**config.mk**
```make
export PLATFORM = sky130hd
export DESIGN_NAME = pc_gen_flat
export DESIGN_NICKNAME = d
export VERILOG_FILES = /design/src/rtl/pc_gen_pkg.sv /design/src/rtl/pc_gen_if.sv /design/src/rtl/pc_gen_ras.sv /design/src/rtl/pc_gen.sv /design/src/flat_wrapper.sv
export SDC_FILE = /design/constraint.sdc
export NUM_CORES = 1
export LEC_CHECK = 0
export CORE_MARGIN = 4
export CORE_UTILIZATION = 35
export CTS_BUF_LIST = sky130_fd_sc_hd__clkbuf_4 sky130_fd_sc_hd__clkbuf_8
export CTS_CLUSTER_DIAMETER = 60
export DETAILED_ROUTE_END_ITERATION = 7
export GPL_ROUTABILITY_DRIVEN = 0
export MAX_ROUTING_LAYER = met4
export PLACE_DENSITY_LB_ADDON = 0.05
export SYNTH_ARGS = -nofsm -noshare
export SYNTH_HDL_FRONTEND = slang
export SYNTH_HIERARCHICAL = 1
export SYNTH_SLANG_ARGS = --single-unit
```
**constraint.sdc**
```tcl
create_clock -name clk -period 9.33 [get_ports clk]
set_input_delay 2.799 -clock clk [delete_from_list [all_inputs] [get_ports clk]]
set_output_delay 2.799 -clock clk [all_outputs]
set_load 0.02 [all_outputs]
```
**src/rtl/pc_gen_pkg.sv**
```systemverilog
// Shared defaults and types for the next-PC generator and its return-address stack.
package pc_gen_pkg;

  localparam int DEF_ADDR_W      = 32;
  localparam int DEF_INSTR_BYTES = 4;
  localparam int DEF_RAS_DEPTH   = 4;
  localparam int DEF_EPOCH_W     = 2;

  // Source that produced the current pc; exported so checkers can see which path won.
  typedef enum logic [2:0] {
    SEL_RESET,
    SEL_HOLD,
    SEL_SEQ,
    SEL_RAS,
    SEL_REDIR,
    SEL_EXC
  } pc_sel_e;

endpackage

```
**src/rtl/pc_gen_if.sv**
```systemverilog
// Fetch-side bundle of pc_gen: redirect requests and decode hints in, fetch pc and RAS status out.
interface pc_gen_if #(
  parameter int ADDR_W  = 32,
  parameter int EPOCH_W = 2
);
  import pc_gen_pkg::*;

  logic               pc_stall;
  logic               exc_valid;
  logic [ADDR_W-1:0]  exc_vector;
  logic               redir_valid;
  logic [ADDR_W-1:0]  redir_target;
  logic               ras_push;
  logic [ADDR_W-1:0]  ras_push_addr;
  logic               ras_pop;
  logic               fetch_ready;
  logic               fetch_valid;
  logic [ADDR_W-1:0]  pc;
  logic [EPOCH_W-1:0] pc_epoch;
  logic               ras_empty;
  logic               ras_full;
  logic               ras_underflow;
  pc_sel_e            last_sel;

  // Handshake: a fetch of pc completes on an edge where fetch_valid & fetch_ready & ~pc_stall;
  // otherwise pc/pc_epoch hold unless a redirect (exception, EX redirect, RAS return) is taken.
  modport master (
    input  pc_stall, exc_valid, exc_vector, redir_valid, redir_target,
           ras_push, ras_push_addr, ras_pop, fetch_ready,
    output fetch_valid, pc, pc_epoch, ras_empty, ras_full, ras_underflow, last_sel
  );

  modport slave (
    output pc_stall, exc_valid, exc_vector, redir_valid, redir_target,
           ras_push, ras_push_addr, ras_pop, fetch_ready,
    input  fetch_valid, pc, pc_epoch, ras_empty, ras_full, ras_underflow, last_sel
  );

endinterface

```
**src/rtl/pc_gen_ras.sv**
```systemverilog
// Circular return-address stack: pushing when full overwrites the oldest entry.
module pc_gen_ras #(
  parameter int ADDR_W = 32,
  parameter int DEPTH  = 4
) (
  input  logic              clk,
  input  logic              rst,
  input  logic              flush,
  input  logic              push,
  input  logic [ADDR_W-1:0] push_addr,
  input  logic              pop,
  output logic [ADDR_W-1:0] top,
  output logic              empty,
  output logic              full,
  output logic              underflow
);
  localparam int PTR_W = $clog2(DEPTH);
  localparam int CNT_W = PTR_W + 1;

  logic [ADDR_W-1:0] mem [DEPTH];
  logic [PTR_W-1:0]  ptr;
  logic [CNT_W-1:0]  count;
  logic              pop_ok;

  assign top    = mem[ptr];
  assign empty  = (count == '0);
  assign full   = (count == CNT_W'(DEPTH));
  assign pop_ok = pop & ~empty;

  always_ff @(posedge clk) begin
    if (rst || flush) begin
      ptr       <= '0;
      count     <= '0;
      underflow <= 1'b0;
    end else begin
      underflow <= pop & empty;
      if (push && pop_ok) begin
        // Return consumes the old top; the new call address takes its slot.
        mem[ptr] <= push_addr;
      end else if (push) begin
        mem[ptr + PTR_W'(1)] <= push_addr;
        ptr <= ptr + PTR_W'(1);
        if (!full) count <= count + CNT_W'(1);
      end else if (pop_ok) begin
        ptr   <= ptr - PTR_W'(1);
        count <= count - CNT_W'(1);
      end
    end
  end

endmodule

```
**src/rtl/pc_gen.sv**
```systemverilog
// Next-PC generator: priority redirect mux (exception > EX redirect > RAS return > sequential),
// epoch tag for wrong-path filtering, and fetch_valid handshake.
module pc_gen
  import pc_gen_pkg::*;
#(
  parameter int                ADDR_W      = DEF_ADDR_W,
  parameter logic [ADDR_W-1:0] RESET_VEC   = '0,
  parameter int                INSTR_BYTES = DEF_INSTR_BYTES,
  parameter int                RAS_DEPTH   = DEF_RAS_DEPTH,
  parameter int                EPOCH_W     = DEF_EPOCH_W
) (
  input  logic     clk,
  input  logic     rst,
  pc_gen_if.master bus
);
  localparam logic [ADDR_W-1:0] STEP       = ADDR_W'(INSTR_BYTES);
  localparam logic [ADDR_W-1:0] ALIGN_MASK = ~(ADDR_W'(INSTR_BYTES - 1));

  logic [ADDR_W-1:0]  pc_q;
  logic [EPOCH_W-1:0] epoch_q;
  logic               fv_q;
  pc_sel_e            sel, sel_q;

  logic               hints_ok, fire;
  logic [ADDR_W-1:0]  ras_top;
  logic               ras_empty, ras_full, ras_underflow;

  function automatic logic [ADDR_W-1:0] align(input logic [ADDR_W-1:0] a);
    return a & ALIGN_MASK;
  endfunction

  // Decode hints belong to the wrong path whenever an older stage redirects.
  assign hints_ok = ~bus.exc_valid & ~bus.redir_valid;
  assign fire     = fv_q & bus.fetch_ready & ~bus.pc_stall;

  pc_gen_ras #(.ADDR_W(ADDR_W), .DEPTH(RAS_DEPTH)) u_ras (
    .clk       (clk),
    .rst       (rst),
    .flush     (bus.exc_valid),
    .push      (bus.ras_push & hints_ok),
    .push_addr (bus.ras_push_addr),
    .pop       (bus.ras_pop & hints_ok),
    .top       (ras_top),
    .empty     (ras_empty),
    .full      (ras_full),
    .underflow (ras_underflow)
  );

  always_comb begin
    sel = SEL_HOLD;
    if (bus.exc_valid)                 sel = SEL_EXC;
    else if (bus.redir_valid)          sel = SEL_REDIR;
    else if (bus.ras_pop && !ras_empty) sel = SEL_RAS;
    else if (fire)                     sel = SEL_SEQ;
  end

  always_ff @(posedge clk) begin
    if (rst) begin
      pc_q    <= RESET_VEC;
      epoch_q <= '0;
      fv_q    <= 1'b0;
      sel_q   <= SEL_RESET;
    end else begin
      fv_q  <= 1'b1;
      sel_q <= sel;
      case (sel)
        SEL_EXC: begin
          pc_q    <= align(bus.exc_vector);
          epoch_q <= epoch_q + EPOCH_W'(1);
        end
        SEL_REDIR: begin
          pc_q    <= align(bus.redir_target);
          epoch_q <= epoch_q + EPOCH_W'(1);
        end
        SEL_RAS: begin
          pc_q    <= align(ras_top);
          epoch_q <= epoch_q + EPOCH_W'(1);
        end
        SEL_SEQ: pc_q <= pc_q + STEP;
        default: ;
      endcase
    end
  end

  assign bus.fetch_valid   = fv_q;
  assign bus.pc            = pc_q;
  assign bus.pc_epoch      = epoch_q;
  assign bus.ras_empty     = ras_empty;
  assign bus.ras_full      = ras_full;
  assign bus.ras_underflow = ras_underflow;
  assign bus.last_sel      = sel_q;

endmodule

```
**src/flat_wrapper.sv**
```systemverilog
// flat-port wrapper written by rule: the top's interface ports become plain ports
module pc_gen_flat import pc_gen_pkg::*;
#(
  parameter int                ADDR_W      = DEF_ADDR_W,
  parameter logic [ADDR_W-1:0] RESET_VEC   = '0,
  parameter int                INSTR_BYTES = DEF_INSTR_BYTES,
  parameter int                RAS_DEPTH   = DEF_RAS_DEPTH,
  parameter int                EPOCH_W     = DEF_EPOCH_W
)
  (clk, rst, bus_pc_stall, bus_exc_valid, bus_exc_vector, bus_redir_valid, bus_redir_target, bus_ras_push, bus_ras_push_addr, bus_ras_pop, bus_fetch_ready, bus_fetch_valid, bus_pc, bus_pc_epoch, bus_ras_empty, bus_ras_full, bus_ras_underflow, bus_last_sel);
  pc_gen_if #(.ADDR_W(ADDR_W), .EPOCH_W(EPOCH_W)) bus_i ();
  input  logic clk;
  input  logic rst;
  input wire logic [$bits(bus_i.pc_stall)-1:0] bus_pc_stall;
  input wire logic [$bits(bus_i.exc_valid)-1:0] bus_exc_valid;
  input wire logic [$bits(bus_i.exc_vector)-1:0] bus_exc_vector;
  input wire logic [$bits(bus_i.redir_valid)-1:0] bus_redir_valid;
  input wire logic [$bits(bus_i.redir_target)-1:0] bus_redir_target;
  input wire logic [$bits(bus_i.ras_push)-1:0] bus_ras_push;
  input wire logic [$bits(bus_i.ras_push_addr)-1:0] bus_ras_push_addr;
  input wire logic [$bits(bus_i.ras_pop)-1:0] bus_ras_pop;
  input wire logic [$bits(bus_i.fetch_ready)-1:0] bus_fetch_ready;
  output wire logic [$bits(bus_i.fetch_valid)-1:0] bus_fetch_valid;
  output wire logic [$bits(bus_i.pc)-1:0] bus_pc;
  output wire logic [$bits(bus_i.pc_epoch)-1:0] bus_pc_epoch;
  output wire logic [$bits(bus_i.ras_empty)-1:0] bus_ras_empty;
  output wire logic [$bits(bus_i.ras_full)-1:0] bus_ras_full;
  output wire logic [$bits(bus_i.ras_underflow)-1:0] bus_ras_underflow;
  output wire logic [$bits(bus_i.last_sel)-1:0] bus_last_sel;
  assign bus_i.pc_stall = bus_pc_stall;
  assign bus_i.exc_valid = bus_exc_valid;
  assign bus_i.exc_vector = bus_exc_vector;
  assign bus_i.redir_valid = bus_redir_valid;
  assign bus_i.redir_target = bus_redir_target;
  assign bus_i.ras_push = bus_ras_push;
  assign bus_i.ras_push_addr = bus_ras_push_addr;
  assign bus_i.ras_pop = bus_ras_pop;
  assign bus_i.fetch_ready = bus_fetch_ready;
  assign bus_fetch_valid = bus_i.fetch_valid;
  assign bus_pc = bus_i.pc;
  assign bus_pc_epoch = bus_i.pc_epoch;
  assign bus_ras_empty = bus_i.ras_empty;
  assign bus_ras_full = bus_i.ras_full;
  assign bus_ras_underflow = bus_i.ras_underflow;
  assign bus_last_sel = bus_i.last_sel;
  pc_gen #(.ADDR_W(ADDR_W), .RESET_VEC(RESET_VEC), .INSTR_BYTES(INSTR_BYTES), .RAS_DEPTH(RAS_DEPTH), .EPOCH_W(EPOCH_W)) u_core (.clk(clk), .rst(rst), .bus(bus_i));
endmodule
```
; ---- Yosys cells after proc, flatten, opt, wreduce, memory -nomap -nowiden
; Memory sizes are Yosys's and may differ from the RTL's. A register that Yosys moved wholly into a read port is not among the register bits.
; Index checks and enable logic that the tools add are counted.
[op_classes]
add_sub_neg = 6
n_eq_ne = 6
muxes = 23
n_bitwise = 12
n_reduce_logical = 11
[ops]
columns = cell, count
row1 = one-hot mux 32 bit (4 select lines), 1
row2 = "adder 32 x 3 -> 32 bit, second input constant", 1
row3 = 2-to-1 mux 32 bit, 1
row4 = OR reduction 32 bit, 1
row5 = 2-to-1 mux 3 bit, 6
row6 = 2-to-1 mux 2 bit, 6
row7 = "== test 3 bit, second input constant", 3
row8 = 2-to-1 mux 1 bit, 9
row9 = AND 1 bit, 7
row10 = "== test 3 x 2 -> 1 bit, second input constant", 2
row11 = NOT 1 bit, 5
row12 = "adder 2 x 1 -> 2 bit, second input constant", 2
row13 = nonzero test 4 bit, 1
row14 = "adder 3 x 1 -> 3 bit, second input constant", 1
row15 = zero test 3 bit, 1
row16 = AND reduction 3 bit, 1
row17 = OR reduction 3 bit, 1
row18 = "subtractor 3 x 1 -> 3 bit, second input constant", 1
row19 = logical AND 1 bit, 2
row20 = "!= test 2 bit, second input constant", 1
row21 = AND reduction 2 bit, 1
row22 = nonzero test 2 bit, 1
row23 = "subtractor 2 x 1 -> 2 bit, second input constant", 1
row24 = zero test 1 bit, 1
row25 = logical OR 1 bit, 1
[word_totals]
register_bits = 44
mem_bits_rw = 128
inputBits = 104
word_cells = 66
n_memories = 1
[mem_list]
columns = memory, depth, width, rd, rd_clocked_by_memory_dff, wr, line_no
row1 = u_core.u_ras.mem, 4, 32, 1, 1, 1, pc_gen_ras.sv:20  ; logic [ADDR_W-1:0] mem [DEPTH];

; ---- Logic depth before layout (Yosys ltp)
[depth]
depth_word = 10
mapped_depth = 9
ltp_nobuf = 8

; ---- Modules after synthesis
; Netlist, hierarchy kept.
[modules_own_cells]
columns = module, instances, cells_per_inst, area_each_um2, seq_area_each_um2
row1 = pc_gen_ras, 1, 224, 5144.9, 4003.8
row2 = pc_gen, 1, 363, 2718.9, 720.7

; ---- Worst setup path before layout
; Ideal clock, no wire load.
[synth_timing]
kind = input -> register
startpoint = input bus_exc_valid
endpoint = memory u_core.u_ras.mem[3][0] (enable)
arrival_ns = 6.426
setup_slack_ns = 2.436
cell_stages = 7
n_path_buf = 1
path_cell_list = clkbuf_1 -> nor2_2 -> and2_1 -> ha_1 -> nor2b_1 -> mux2i_1 -> nor3b_1
[synth_via]
elab_chain_cells = 10
elab_cells_between_ends = 17
[synth_rtl]
columns = element, line_no
row1 = start: declaration, flat_wrapper.sv:15  ; input wire logic [$bits(bus_i.exc_valid)-1:0] bus_exc_valid;
row2 = NOT 1 bit, pc_gen.sv:33  ; assign hints_ok = ~bus.exc_valid & ~bus.redir_valid;
row3 = AND 1 bit, pc_gen.sv:33
row4 = AND 1 bit, pc_gen.sv:42  ; .pop (bus.ras_pop & hints_ok),
row5 = AND 1 bit, pc_gen_ras.sv:28  ; assign pop_ok = pop & ~empty;
row6 = logical AND 1 bit, pc_gen_ras.sv:37  ; if (push && pop_ok) begin
row7 = 2-to-1 mux 1 bit, pc_gen_ras.sv:37
row8 = 2-to-1 mux 1 bit, pc_gen_ras.sv:31  ; if (rst || flush) begin
row9 = 2-to-1 mux 1 bit (implied by the code), pc_gen_ras.sv:41  ; mem[ptr + PTR_W'(1)] <= push_addr;
row10 = OR reduction 32 bit (no line), -
row11 = 2-to-1 mux 2 bit (no line) / 2-to-1 mux 1 bit (equally long branches), -
row12 = end: declaration, pc_gen_ras.sv:20
; Several ways; a longest one is shown, not always the timed one.

; ---- Final worst setup path
[layout_timing]
startpoint = input bus_exc_valid
endpoint = memory u_core.u_ras.mem[0][24] (enable)
; Same word-level chain as after synthesis.

==> run metrics <==
status completed; Initial DRC Count 357; Clock Pin Slew Worst Setup and Hold Paths 0.09 ns; Clock Sinks 164; Via-to-Cell Ratio 5.437; cell repeated most along the worst path nor2_2; CP Launch Point bus_exc_valid; max cap viols 0; Crit-path slowest cell clkdlybuf4s50_1; antenna-violating nets left 0; initial antenna violation count 0; Total Nets Final 818; clock buffer depth 2; critical path class input pin to flip-flop; vias in the first global route 5467; Die ar. 0.02407 sq mm; row cnt 53; DRC 0; final WL 20.52 mm; CP arrival 6.36 ns; port bufs 136; Leak Pwr 3.128 nW; Hold-fix buffers, CTS 0; critical path peak fanout 21; syn_area_per_cell 13.13 sq um; Setup TNS 0 ns; crit path cell chain clkdlybuf4s50_1, nor2_2, and2_1, ha_1, nor4b_1, a31oi_1, nor2_2, buf_4; clk_lat worst skew 0.45 ns; total CTS buffers 17; CORE AREA 0.02115 sq mm; post-CTS sizing 0; crit-path max cell delay 0.83 ns; WL/cell 20.59 um; placed cell count 965; global-route wire length before repair 31.28 mm; Mapped Area 0.007579 sq mm; pin count of the biggest net entering global routing 31; Power Dens Cells 160.8 mW/mm^2; Starting Density 0.3583; Via Count 5421; Reg-to-Reg Start u_core/u_ras/count[1]; Final Max Slew Viols 0; postcts setup bufs 0; endpoints failing setup 0; final period utilization 0.6687; Synth Instances 577; final cell count without fillers 997; Worst slew margin 0.2344; HP Start u_core/bus.pc_epoch[0]; f_max 160.3 MHz; drt first pass iters 5; Period minus WS final 6.239 ns; H-tree levels 4; worst min-delay path class flip-flop to flip-flop; Final Hold Fails 0; share of post-route cells with drive strength above 1 0.1343; Worst Path Buf+Inv 2; n_diodes 0; Crit. End Element flip-flop; RSZ-0062 raised after global routing no; Final HPWL DP 14.67 mm; Fill cells 1929; Final Skew 0.01612 ns; kind of cell adding the most delay to the critical path simple AND/OR/NAND/NOR gates; Worst-Margin Slew 1.145 ns; global route total overflow 0; Ports 145; die height 155.2 um; yosys warns 6; peak supply drop 0.00007630 V; die width 155.2 um; crit path launch type input pin; CTS tree done; Total GRT Usage 0.1756; Root Buffer clkbuf_8; Layout area overhead 26.78%; WP data required 9.45 ns
==> per-stage QoR <==
step | power (mW) | hold slack [ns] | setup slack (ns) | cell area, sq um | util
final | 1.545 | 0.5241 | 3.091 | 9608 | 0.4542
after global routing | 1.618 | 0.5539 | 2.837 | 9608 | 0.4542
after floorplan | 0.9229 | 0.5155 | 2.586 | 7582 | -
after global placement | 1.023 | 0.4983 | 2.643 | 9184 | 0.4341
after CTS | 1.566 | 0.5237 | 3.062 | 9608 | 0.4542
after detailed placement | 1.026 | 0.5105 | 2.566 | 9184 | 0.4341
==> cell usage in the layout (no fill, tap or decap), drive strengths merged, types with 5 or more instances in the layout <==
cell type / count
a21oi: 33
a221o: 9
and3: 6
a221oi: 10
edfxtp: 120
nor4: 10
a31oi: 9
inv: 21
o31ai: 7
clkdlybuf4s50: 136
clkbuf: 17
xnor2: 7
o21ai: 26
mux4: 30
nor3: 18
xor2: 5
dfxtp: 44
nand3: 16
nor2b: 5
buf: 12
a211oi: 7
nor2: 45
nand4: 12
nand2: 32
==> final timing paths <==
check,end,slack [ns],depth (start not counted)
setup / recovery,u_core/u_ras/mem[0][24],3.09,8
hold / removal,u_core/bus.pc_epoch[0],0.52,2
setup reg to reg,u_core/bus.pc[18],5.65,6
hold reg to reg,u_core/bus.pc_epoch[0],0.52,2
==> worst register-to-register path, cell delays in order, from the launching register on <==
cell and delay (ns):
dfxtp_1 0.37, nor3_1 0.59, nand2b_1 0.76, nand3_1 1.02
o2111ai_1 0.47, o21ai_0 0.14, a211oi_1 0.26
==> final cells by class <==
| type | instances | area, sq um | share of cell area |
|---|---|---|---|
| clock buffer | 17 | 234.0 | 0.02435 |
| clock inverter | 15 | 190.2 | 0.01979 |
| inverter | 15 | 56.30 | 0.005860 |
| multi-input combinational | 363 | 2845 | 0.2961 |
| sequential | 164 | 4487 | 0.4670 |
| tap | 275 | 344.1 | 0.03581 |
| timing repair buffer | 148 | 1451 | 0.1511 |
==> registers in the layout (all words and copies together), names as in the netlist, named ones only <==
name	count
u_core/u_ras/mem	120
u_core/bus.pc	30
u_core/bus.last_sel	3
u_core/u_ras/underflow	1
u_core/u_ras/count	3
u_core/bus.fetch_valid	1
u_core/u_ras/ptr	2
u_core/bus.pc_epoch	2
==> where the power goes <==
part / internal, mW / total [mW] / switching (mW)
registers: 0.796 / 0.820 / 0.0239
clock network: 0.251 / 0.536 / 0.286
logic: 0.0964 / 0.188 / 0.0920
total: 1.14 / 1.54 / 0.402
==> metal layers <==
metal	vias up	GRT usage	wire length [um]
met5	-	-	0
met4	0	0.05257	325
met3	20	0.03032	1118
met2	171	0.2694	9716
met1	2684	0.2411	9364
li1	2546	-	-
Note: power is estimated with default switching activity, not from simulation.
